<file path="config.mk">
export PLATFORM = sky130hd
export DESIGN_NAME = seg7_scan_driver_flat
export DESIGN_NICKNAME = d
export VERILOG_FILES = /design/src/rtl/seg7_scan_driver_if.sv /design/src/rtl/seg7_scan_driver.sv /design/src/flat_wrapper.sv
export SDC_FILE = /design/constraint.sdc
export NUM_CORES = 1
export LEC_CHECK = 0
export CAP_MARGIN = 20
export CORE_MARGIN = 2
export CORE_UTILIZATION = 55
export DETAILED_ROUTE_END_ITERATION = 12
export PLACE_DENSITY = 0.78
export SYNTH_ARGS = -nofsm -noshare
export SYNTH_HDL_FRONTEND = slang
export SYNTH_SLANG_ARGS = --single-unit
export TNS_END_PERCENT = 5
</file>
<file path="constraint.sdc">
create_clock -name clk -period 5.85 [get_ports clk]
set_input_delay 0.585 -clock clk [delete_from_list [all_inputs] [get_ports clk]]
set_output_delay 0.585 -clock clk [all_outputs]
set_load 0.02 [all_outputs]
</file>
<file path="src/rtl/seg7_scan_driver_if.sv">
// seg7_scan_driver_if: control inputs and display pin outputs of the 7-segment scan driver.
interface seg7_scan_driver_if #(
    parameter int NUM_DIGITS = 4
);
    logic                    enable;
    logic                    load;
    logic [4*NUM_DIGITS-1:0] value;
    logic [NUM_DIGITS-1:0]   dp_in;
    logic                    blank_lz;
    logic [6:0]              seg;
    logic                    dp;
    logic [NUM_DIGITS-1:0]   an;
    logic                    frame_done;

    modport master (
        output enable, load, value, dp_in, blank_lz,
        input  seg, dp, an, frame_done
    );

    modport slave (
        input  enable, load, value, dp_in, blank_lz,
        output seg, dp, an, frame_done
    );
endinterface

</file>
<file path="src/rtl/seg7_scan_driver.sv">
// seg7_scan_driver: time-multiplexed common-anode 7-segment driver with frame-synchronous
// display update, anti-ghost blanking, hex/decimal decode and leading-zero blanking.
module seg7_scan_driver #(
    parameter int NUM_DIGITS   = 4,
    parameter int REFRESH_DIV  = 50000,
    parameter int BLANK_CYCLES = 16,
    parameter int HEX_MODE     = 1
) (
    input logic               clk,
    input logic               rst_n,
    seg7_scan_driver_if.slave bus
);
    localparam int CW = $clog2(REFRESH_DIV);
    localparam int IW = NUM_DIGITS > 1 ? $clog2(NUM_DIGITS) : 1;
    localparam int DW = 5 * NUM_DIGITS;
    localparam logic [6:0] SEG_LUT [16] = '{
        7'h40, 7'h79, 7'h24, 7'h30, 7'h19, 7'h12, 7'h02, 7'h78,
        7'h00, 7'h18, 7'h08, 7'h03, 7'h46, 7'h21, 7'h06, 7'h0E
    };

    // pending/display hold {nibbles, decimal points}
    logic [CW-1:0]         r_cnt;
    logic [IW-1:0]         r_idx;
    logic [DW-1:0]         r_pend;
    logic [DW-1:0]         r_disp;
    logic [6:0]            r_seg;
    logic                  r_dp;
    logic [NUM_DIGITS-1:0] r_an;
    logic                  r_frame_done;

    logic                  w_tc;
    logic                  w_last;
    logic                  w_frame;
    logic                  w_blank;
    logic [3:0]            w_nib;
    logic [NUM_DIGITS-1:0] w_zero_nib;
    logic                  w_lz;
    logic [6:0]            w_seg;

    assign w_tc    = r_cnt == CW'(REFRESH_DIV - 1);
    assign w_last  = r_idx == IW'(NUM_DIGITS - 1);
    assign w_frame = bus.enable && w_tc && w_last;
    assign w_blank = !bus.enable || r_cnt < CW'(BLANK_CYCLES);
    assign w_nib   = 4'(r_disp[DW-1:NUM_DIGITS] >> {r_idx, 2'b00});

    always_comb begin
        w_zero_nib = '0;
        for (int k = 0; k < NUM_DIGITS; k++) w_zero_nib[k] = ~|r_disp[NUM_DIGITS+4*k +: 4];
    end

    // blank when this digit and every more-significant digit is zero; digit 0 always shows
    assign w_lz  = bus.blank_lz && r_idx != '0 &&
                   &(w_zero_nib | ((NUM_DIGITS'(1) << r_idx) - NUM_DIGITS'(1)));
    assign w_seg = (w_lz || (HEX_MODE == 0 && w_nib > 4'd9)) ? 7'h7F : SEG_LUT[w_nib];

    always_ff @(posedge clk or negedge rst_n) begin
        if (!rst_n) begin
            r_cnt        <= '0;
            r_idx        <= '0;
            r_pend       <= '0;
            r_disp       <= '0;
            r_seg        <= 7'h7F;
            r_dp         <= 1'b1;
            r_an         <= '1;
            r_frame_done <= 1'b0;
        end else begin
            r_cnt        <= (!bus.enable || w_tc) ? '0 : r_cnt + 1'b1;
            r_idx        <= !bus.enable ? '0 : w_tc ? (w_last ? '0 : r_idx + 1'b1) : r_idx;
            r_pend       <= bus.load ? {bus.value, bus.dp_in} : r_pend;
            r_disp       <= w_frame ? (bus.load ? {bus.value, bus.dp_in} : r_pend) : r_disp;
            r_frame_done <= w_frame;
            r_an         <= w_blank ? '1 : ~(NUM_DIGITS'(1) << r_idx);
            r_seg        <= w_blank ? 7'h7F : w_seg;
            r_dp         <= w_blank || !r_disp[r_idx];
        end
    end

    assign bus.seg        = r_seg;
    assign bus.dp         = r_dp;
    assign bus.an         = r_an;
    assign bus.frame_done = r_frame_done;
endmodule

</file>
<file path="src/flat_wrapper.sv">
// flat-port wrapper written by rule: the top's interface ports become plain ports
module seg7_scan_driver_flat 
#(
    parameter int NUM_DIGITS   = 4,
    parameter int REFRESH_DIV  = 50000,
    parameter int BLANK_CYCLES = 16,
    parameter int HEX_MODE     = 1
)
  (clk, rst_n, bus_enable, bus_load, bus_value, bus_dp_in, bus_blank_lz, bus_seg, bus_dp, bus_an, bus_frame_done);
  seg7_scan_driver_if #(.NUM_DIGITS(NUM_DIGITS)) bus_i ();
  input logic clk;
  input logic rst_n;
  input wire logic [$bits(bus_i.enable)-1:0] bus_enable;
  input wire logic [$bits(bus_i.load)-1:0] bus_load;
  input wire logic [$bits(bus_i.value)-1:0] bus_value;
  input wire logic [$bits(bus_i.dp_in)-1:0] bus_dp_in;
  input wire logic [$bits(bus_i.blank_lz)-1:0] bus_blank_lz;
  output wire logic [$bits(bus_i.seg)-1:0] bus_seg;
  output wire logic [$bits(bus_i.dp)-1:0] bus_dp;
  output wire logic [$bits(bus_i.an)-1:0] bus_an;
  output wire logic [$bits(bus_i.frame_done)-1:0] bus_frame_done;
  assign bus_i.enable = bus_enable;
  assign bus_i.load = bus_load;
  assign bus_i.value = bus_value;
  assign bus_i.dp_in = bus_dp_in;
  assign bus_i.blank_lz = bus_blank_lz;
  assign bus_seg = bus_i.seg;
  assign bus_dp = bus_i.dp;
  assign bus_an = bus_i.an;
  assign bus_frame_done = bus_i.frame_done;
  seg7_scan_driver #(.NUM_DIGITS(NUM_DIGITS), .REFRESH_DIV(REFRESH_DIV), .BLANK_CYCLES(BLANK_CYCLES), .HEX_MODE(HEX_MODE)) u_core (.clk(clk), .rst_n(rst_n), .bus(bus_i));
endmodule
</file>
==> metrics.yaml <==
detailed_routing:
  wirelength_mm: 6.158
  wl_met2_mm: 2.940
  wl_per_cell_um: 16.04
  drc: 0
  antenna_left: 0
  via_per_inst: 5.594
  drt_iter0_drc: 126
  highest_layer: "met4"
  wl_met1_mm: 2.785
  dr.pass1.iters: 4
  vias: 2148
  dr_wl_met3_um: 281
timing:
  finalHoldViolCount: 0
  fin_crit_ns: 2.759
  tightestPinTransition_ns: 0.9345
  period_share_pct: 47.16
  maxSlewViolCount: 0
  setup-tns-final_ns: 0
  setup_viol: 0
  slew_headroom_pct: 37.50
  fmax_ghz: 0.3625
  finClkSkew_ns: 0.006449
  fin_ws_ns: 3.091
  rsz0062_at_grt: "false"
power:
  leakage_nw: 1.674
  p_per_area_nw_per_um2: 227.1
  ir_drop_mv: 0.1496
floorplanning:
  die_x_um: 82.14
  core-area_um2: 5921
  dieHeight_um: 82.14
  initial_core_util_pct: 56.72
  die-area_um2: 6747
  ioPinCount: 38
  rows: 28
critical_path:
  reg2reg_depth: 7
  setup.worst_path.start_class: "flip-flop"
  cp_num_buf_inv: 1
  arrival_ns: 3.04
  path_cells: "mux4_1 -> inv_1 -> ha_1 -> or3b_2 -> nand4_1 -> o211ai_1 -> nand4b_1"
  r2r_slack_ns: 3.09
  cp.required_ns: 6.13
  crit_type: "reg -> reg"
  crit_fanout: 12
  end_kind: "flip-flop"
  critPathMaxStageDelay_ns: 0.73
  slowest_stage: "mux4_1"
  rr_startpoint: "u_core.r_idx[0]"
  reg2reg_to: "u_core.bus.seg[3]"
  path_delay_family: "multiplexers"
cts:
  path_clk_slew_ns: 0.07
  cts_resized: 0
  hold_buffers: 0
  clkSinkCount: 71
  htree_levels: 3
  numCtsBuffers: 9
  post_cts_buffers: 0
  cts_buffer_depth: 2
  cts_tree: "built"
  cts-root-buf: "clkbuf_8"
  clk_latency_ns: 0.34
logic_synthesis:
  syn_area_um2: 3358
  synth_xor_area_share_pct: 3.390
  synth_compound_area_share_pct: 3.987
  synth_cell_type_count: 40
  ys_warn_count: 0
  yosys.area_share.simple_pct: 13.19
  yosys-mux-area-fraction_pct: 19.00
  synthArstFlopShare_pct: 100.0
  syn_area_per_cell_um2: 12.67
  yosys.area.top_type: "dfrtp_1"
  synth-main-ff-cell: "dfrtp_1"
  yosysSeqAreaShare_pct: 53.35
  synth.net_count: 300
  synth_edf_count: 0
  synth_top_area_share_pct: 43.96
  synth_top_family_by_area: "multiplexers"
  ys_ff_latch: 71
  synth_adder_area_share_pct: 3.726
  synth_cells: 265
  ys_top_cells_by_area: "dfrtp_1 44%, mux2_2 14%, dfstp_2 9.4%, ha_1 3.7%, mux4_1 2.3%"
placed_design:
  numPortBuffers: 37
  numPlacedInstances: 367
  hpwl_mm: 4.310
  dp_slack_ns: 3.141
  gp_congestion: 0.8828
outcome:
  status: "finished clean"
global_route:
  grt_pass1_wl_mm: 10.29
  antenna_found_initial: 0
  first_global_vias: 2131
  overflow: 0
  grt_start_max_net_pins: 72
  track_usage_pct: 21.07
cells_and_area:
  final-seq-area_um2: 1792
  final_util_pct: 66.17
  drive_above_1_share_pct: 24.92
  syn2layout_area_growth_pct: 16.65
  nNetsFinal: 339
  multi_input_area_um2: 1454
  diodes: 0
  fill_cells: 451
  final_cell_count_no_fill: 384
min_path:
  holdCritPathClass: "in -> async"
flow_run:
  drv_cap: 0
[sequential cells by signal, summed over array words and instances, names as in the netlist]
signal / flops
u_core.r_disp: 20
u_core.bus.dp: 1
u_core.r_pend: 20
u_core.bus.an: 4
u_core.bus.frame_done: 1
u_core.r_cnt: 16
u_core.r_idx: 2
u_core.bus.seg: 7
[how the worst max path moves through the flow]
stage / start / end / slack, ns / cells past startpoint
6_report: u_core.r_idx[0] / u_core.bus.seg[3] / 3.09 / 7
3_5_place_dp: u_core.r_idx[0] / u_core.bus.seg[3] / 3.14 / 7
5_1_grt: u_core.r_idx[0] / u_core.bus.seg[3] / 2.95 / 7
4_1_cts: u_core.r_idx[0] / u_core.bus.seg[3] / 3.11 / 7
2_1_floorplan: u_core.r_idx[0] / u_core.bus.seg[3] / 3.41 / 9
3_3_place_gp: u_core.r_idx[0] / u_core.bus.seg[3] / 3.22 / 7
[layout make-up]
| type | instances | share of cell area, % |
|---|---|---|
| clock buffers | 14 | 3.641 |
| clock inverters | 2 | 0.2555 |
| inverters | 10 | 0.9582 |
| multi-input cells | 172 | 37.11 |
| flip-flops and latches | 71 | 45.74 |
| well taps | 75 | 2.395 |
| repair buffers | 40 | 9.901 |
[cells in the mapped netlist, drive strengths merged (6+ instances only)]
master   n
nor2    21
nand2   14
nor4     6
ha      10
mux2    41
dfrtp   59
nand3b   6
dfstp   12
inv     10
nand3    7
nand4    7
xnor2    8
mux4     6
buf      7
[routing by layer]
metal / track usage, % / vias to the layer above
li1: - / 1026
met1: 27.52 / 1048
met2: 33.09 / 58
met3: 5.435 / 16
met4: 10.00 / 0
met5: 0 / -
[layout by cell type, fill, tap and decap left out, types with 6 or more instances in the layout]
cell / count
nand3b_1: 6
nor2_1: 21
nand4_1: 7
dfrtp_1: 59
mux2_2: 41
ha_1: 10
inv_1: 10
clkbuf_8: 9
dfstp_2: 12
nand3_1: 7
xnor2_1: 8
clkdlybuf4s50_1: 36
nand2_1: 14
[metrics by stage]
step	hold WS (ns)	cell area (um^2)	power, W
6_report	0.4385	3918	0.0008898
5_1_grt	0.5076	3918	0.0009283
4_1_cts	0.4637	3910	0.0009004
3_5_place_dp	0.4841	3757	0.0005761
3_3_place_gp	0.4772	3757	0.0005741
2_1_floorplan	0.2894	3358	0.0005430
[cells by family after synthesis]
kind of cell | after synthesis
compound gates | 18
xor+xnor | 13
fa+ha+maj | 10
buf+inv | 22
flops | 71
mux | 50
simple gates | 81
[power breakdown]
part | internal, W | leakage (nW) | switching [W] | total (W)
Clock | 0.000153 | 0.0784 | 0.000170 | 0.000324
Sequential | 0.000506 | 0.903 | 0.00000471 | 0.000511
Combinational | 0.0000292 | 0.693 | 0.0000258 | 0.0000551
Note: power is estimated with default switching activity, not from simulation.
==> RTL change, RTL diff (same flow settings) <==
`HEX_MODE` is set to 1 in 2 places; all go to 0.
--- a/src/rtl/seg7_scan_driver.sv
+++ b/src/rtl/seg7_scan_driver.sv
@@ -4,7 +4,7 @@
     parameter int NUM_DIGITS   = 4,
     parameter int REFRESH_DIV  = 50000,
     parameter int BLANK_CYCLES = 16,
-    parameter int HEX_MODE     = 1
+    parameter int HEX_MODE     = 0
 ) (
     input logic               clk,
     input logic               rst_n,
--- a/src/flat_wrapper.sv
+++ b/src/flat_wrapper.sv
@@ -4,7 +4,7 @@
     parameter int NUM_DIGITS   = 4,
     parameter int REFRESH_DIV  = 50000,
     parameter int BLANK_CYCLES = 16,
-    parameter int HEX_MODE     = 1
+    parameter int HEX_MODE     = 0
 )
   (clk, rst_n, bus_enable, bus_load, bus_value, bus_dp_in, bus_blank_lz, bus_seg, bus_dp, bus_an, bus_frame_done);
   seg7_scan_driver_if #(.NUM_DIGITS(NUM_DIGITS)) bus_i ();
Behaviour: same outputs for any inputs over 10 cycles, from zero or initial values and one cycle with rst_n low; that may be too few to reach the edited logic, so the function may still have changed.
==> RTL change against the original RTL <==
Clock skew is 0.0023 ns higher; first-iteration DRC count down 19%; area after synthesis down 3.4%; clock power rose by 23%; utilization up 2.8 points; setup slack improved by 0.27 ns; sequential cell count stayed put; wire length is 5.2% lower; final area shrank 1.2%; non-clock buffer count is the same; total power rose by 8.4%; combinational power up 0.7%.
==> RTL change: results (changes against the original RTL) <==
Run status
The run finished with clean final reports.

GRT
The number of global-route vias before repair is 2134 (+0.14%). The global-route wire length before repair came to 9960 µm (-3.2%). The initial antenna violation count came to 0 (unchanged). The global-route usage over all layers is 20.3% (-0.80 points).

Synthesis
The area fraction in compound gates after synthesis is 4.09% (+0.10 points). The fraction of the yosys area taken by sequential cells is 55.2% (+1.9 points). The mean post-synth cell area was 12.7 µm² (about the same).

The net count of the mapped netlist came to 291 (-3.0%). The number of distinct standard cells referenced by the synthesized netlist is 37 (-7.5%). Ranked by instance count, the synthesized netlist is headed by 59 x sky130_fd_sc_hd__dfrtp_1, 42 x sky130_fd_sc_hd__mux2_2, 21 x sky130_fd_sc_hd__nor2_1. Sorting the synthesized cells by area gives the leading types as sky130_fd_sc_hd__dfrtp_1 46%, sky130_fd_sc_hd__mux2_2 15%, sky130_fd_sc_hd__dfstp_2 9.7%. The mux cell area share after synthesis is 18.7% (-0.34 points). The area share of xor/xnor cells in the synthesized design is 3.51% (+0.12 points).

The prevailing post-synth register cell is sky130_fd_sc_hd__dfrtp_1. The adder-cell area share of the yosys netlist is 3.86% (+0.13 points).

Pwr
The proportion of total power due to net switching is 21.8% (-0.78 points). The static leakage power is 1.68 nW (+0.51%). The worst supply voltage drop on vdd is 167 µV (+12%).

Place
The final estimated routing congestion in global placement is 0.871 (-1.3%). The worst setup slack after placement is 3.13 ns (-0.0108 ns). The standard cell area after detailed placement is 0.00364 mm² (-3.1%). The detailed-placement wirelength estimate is 3950 µm (-8.3%).

The post-placement cell count came to 354 (-3.5%).

Finish
The ratio of cells with drive above 1 in the final layout is 26.7% (+1.7 points). The largest registers in the layout are u_core.r_disp x20, u_core.r_pend x20, u_core.r_cnt x16. The number of standard cells in the final layout excluding fillers is 372 (-3.1%). The number of nets at the end of the flow is 330 (-2.7%).

Route
The final routed wirelength across all metal layers is 5840 µm (-5.2%). The total iterations of the first detailed-routing run is 4 (unchanged). The number of DRC markers after the initial detailed-route iteration is 102 (-19%). The routed via count divided by cell count is 5.51 (-1.4%).

Min path
The path class of the lowest-slack min-delay path is input pin to asynchronous set/reset pin.

Setup path
The worst register-to-register path ends at u_core.bus.seg[4]. The delay contributed by the slowest stage of the critical path is 0.61 ns (-0.12 ns). The maximum fanout encountered on the critical timing path is 9 (-3). The slack of the worst reg-to-reg path came to 3.36 ns (+0.27 ns). Among all stages on the critical path, the largest delay is contributed by sky130_fd_sc_hd__dfrtp_1.

The worst setup path endpoint is u_core.bus.seg[4]. The worst path arrival time was 2.74 ns (-0.30 ns).

CTS
The clock tree buffer depth is 2 (unchanged). The number of buffers inserted during clock tree synthesis is 9 (unchanged). The number of levels the H-tree was split into is 3 (unchanged). The number of post-CTS setup repair buffers is 0 (unchanged).

STA
The worst hold-check slack is 0.426 ns (-0.0121 ns). The worst-case headroom to the max-slew limit is 36.4% (-1.1 points). The worst setup skew after layout is 0.00877 ns (+0.00232 ns).

The final worst slack came to 3.36 ns (+0.274 ns).
## RTL change: changes by cell type in the layout (fill, tap and decap cells not counted), moves of 3 or more
cell | unedited run | this run
sky130_fd_sc_hd__clkbuf_1 | 5 | 0
sky130_fd_sc_hd__nand3b_1 | 6 | 1
sky130_fd_sc_hd__mux4_1 | 3 | 0
sky130_fd_sc_hd__or3b_2 | 3 | 0
## RTL change: power groups by stage
stage	Clock, mW	Sequential, mW	Combinational [mW]
floorplan	0	0.519	0.0241
global placement	0	0.519	0.0547
detailed placement	0	0.521	0.0563
CTS	0.411	0.511	0.0565
global route	0.430	0.513	0.0626
finish	0.398	0.511	0.0555
## RTL change: metal layers
metal | GRT usage (%) | wire (µm) | up-vias
li1 | - | - | 990
met1 | 27.6 | 2700 | 1000
met2 | 31.5 | 2740 | 55
met3 | 6.22 | 332 | 6
met4 | 6.27 | 59 | 0
met5 | 0 | 0 | -
## RTL change: critical path, delay by kind of cell (launching register included)
kind	cells	cell delay, ns
flip-flops	1	0.61
AO/OA/AOI/OAI	2	0.35
multiplexers	1	0.61
adder cells (fa/ha/maj)	1	0.26
AND/OR/NAND/NOR	2	0.40
buffers and inverters	1	0.15
## RTL change: final cells by class
cell class | count | area, µm²
clock buffers | 11 | 151
repair buffers | 40 | 392
fillers | 433 | 1740
inverters | 9 | 33.8
clock inverters | 5 | 56.3
flip-flops and latches | 71 | 1790
multi-input cells | 164 | 1350
well taps | 72 | 90.1
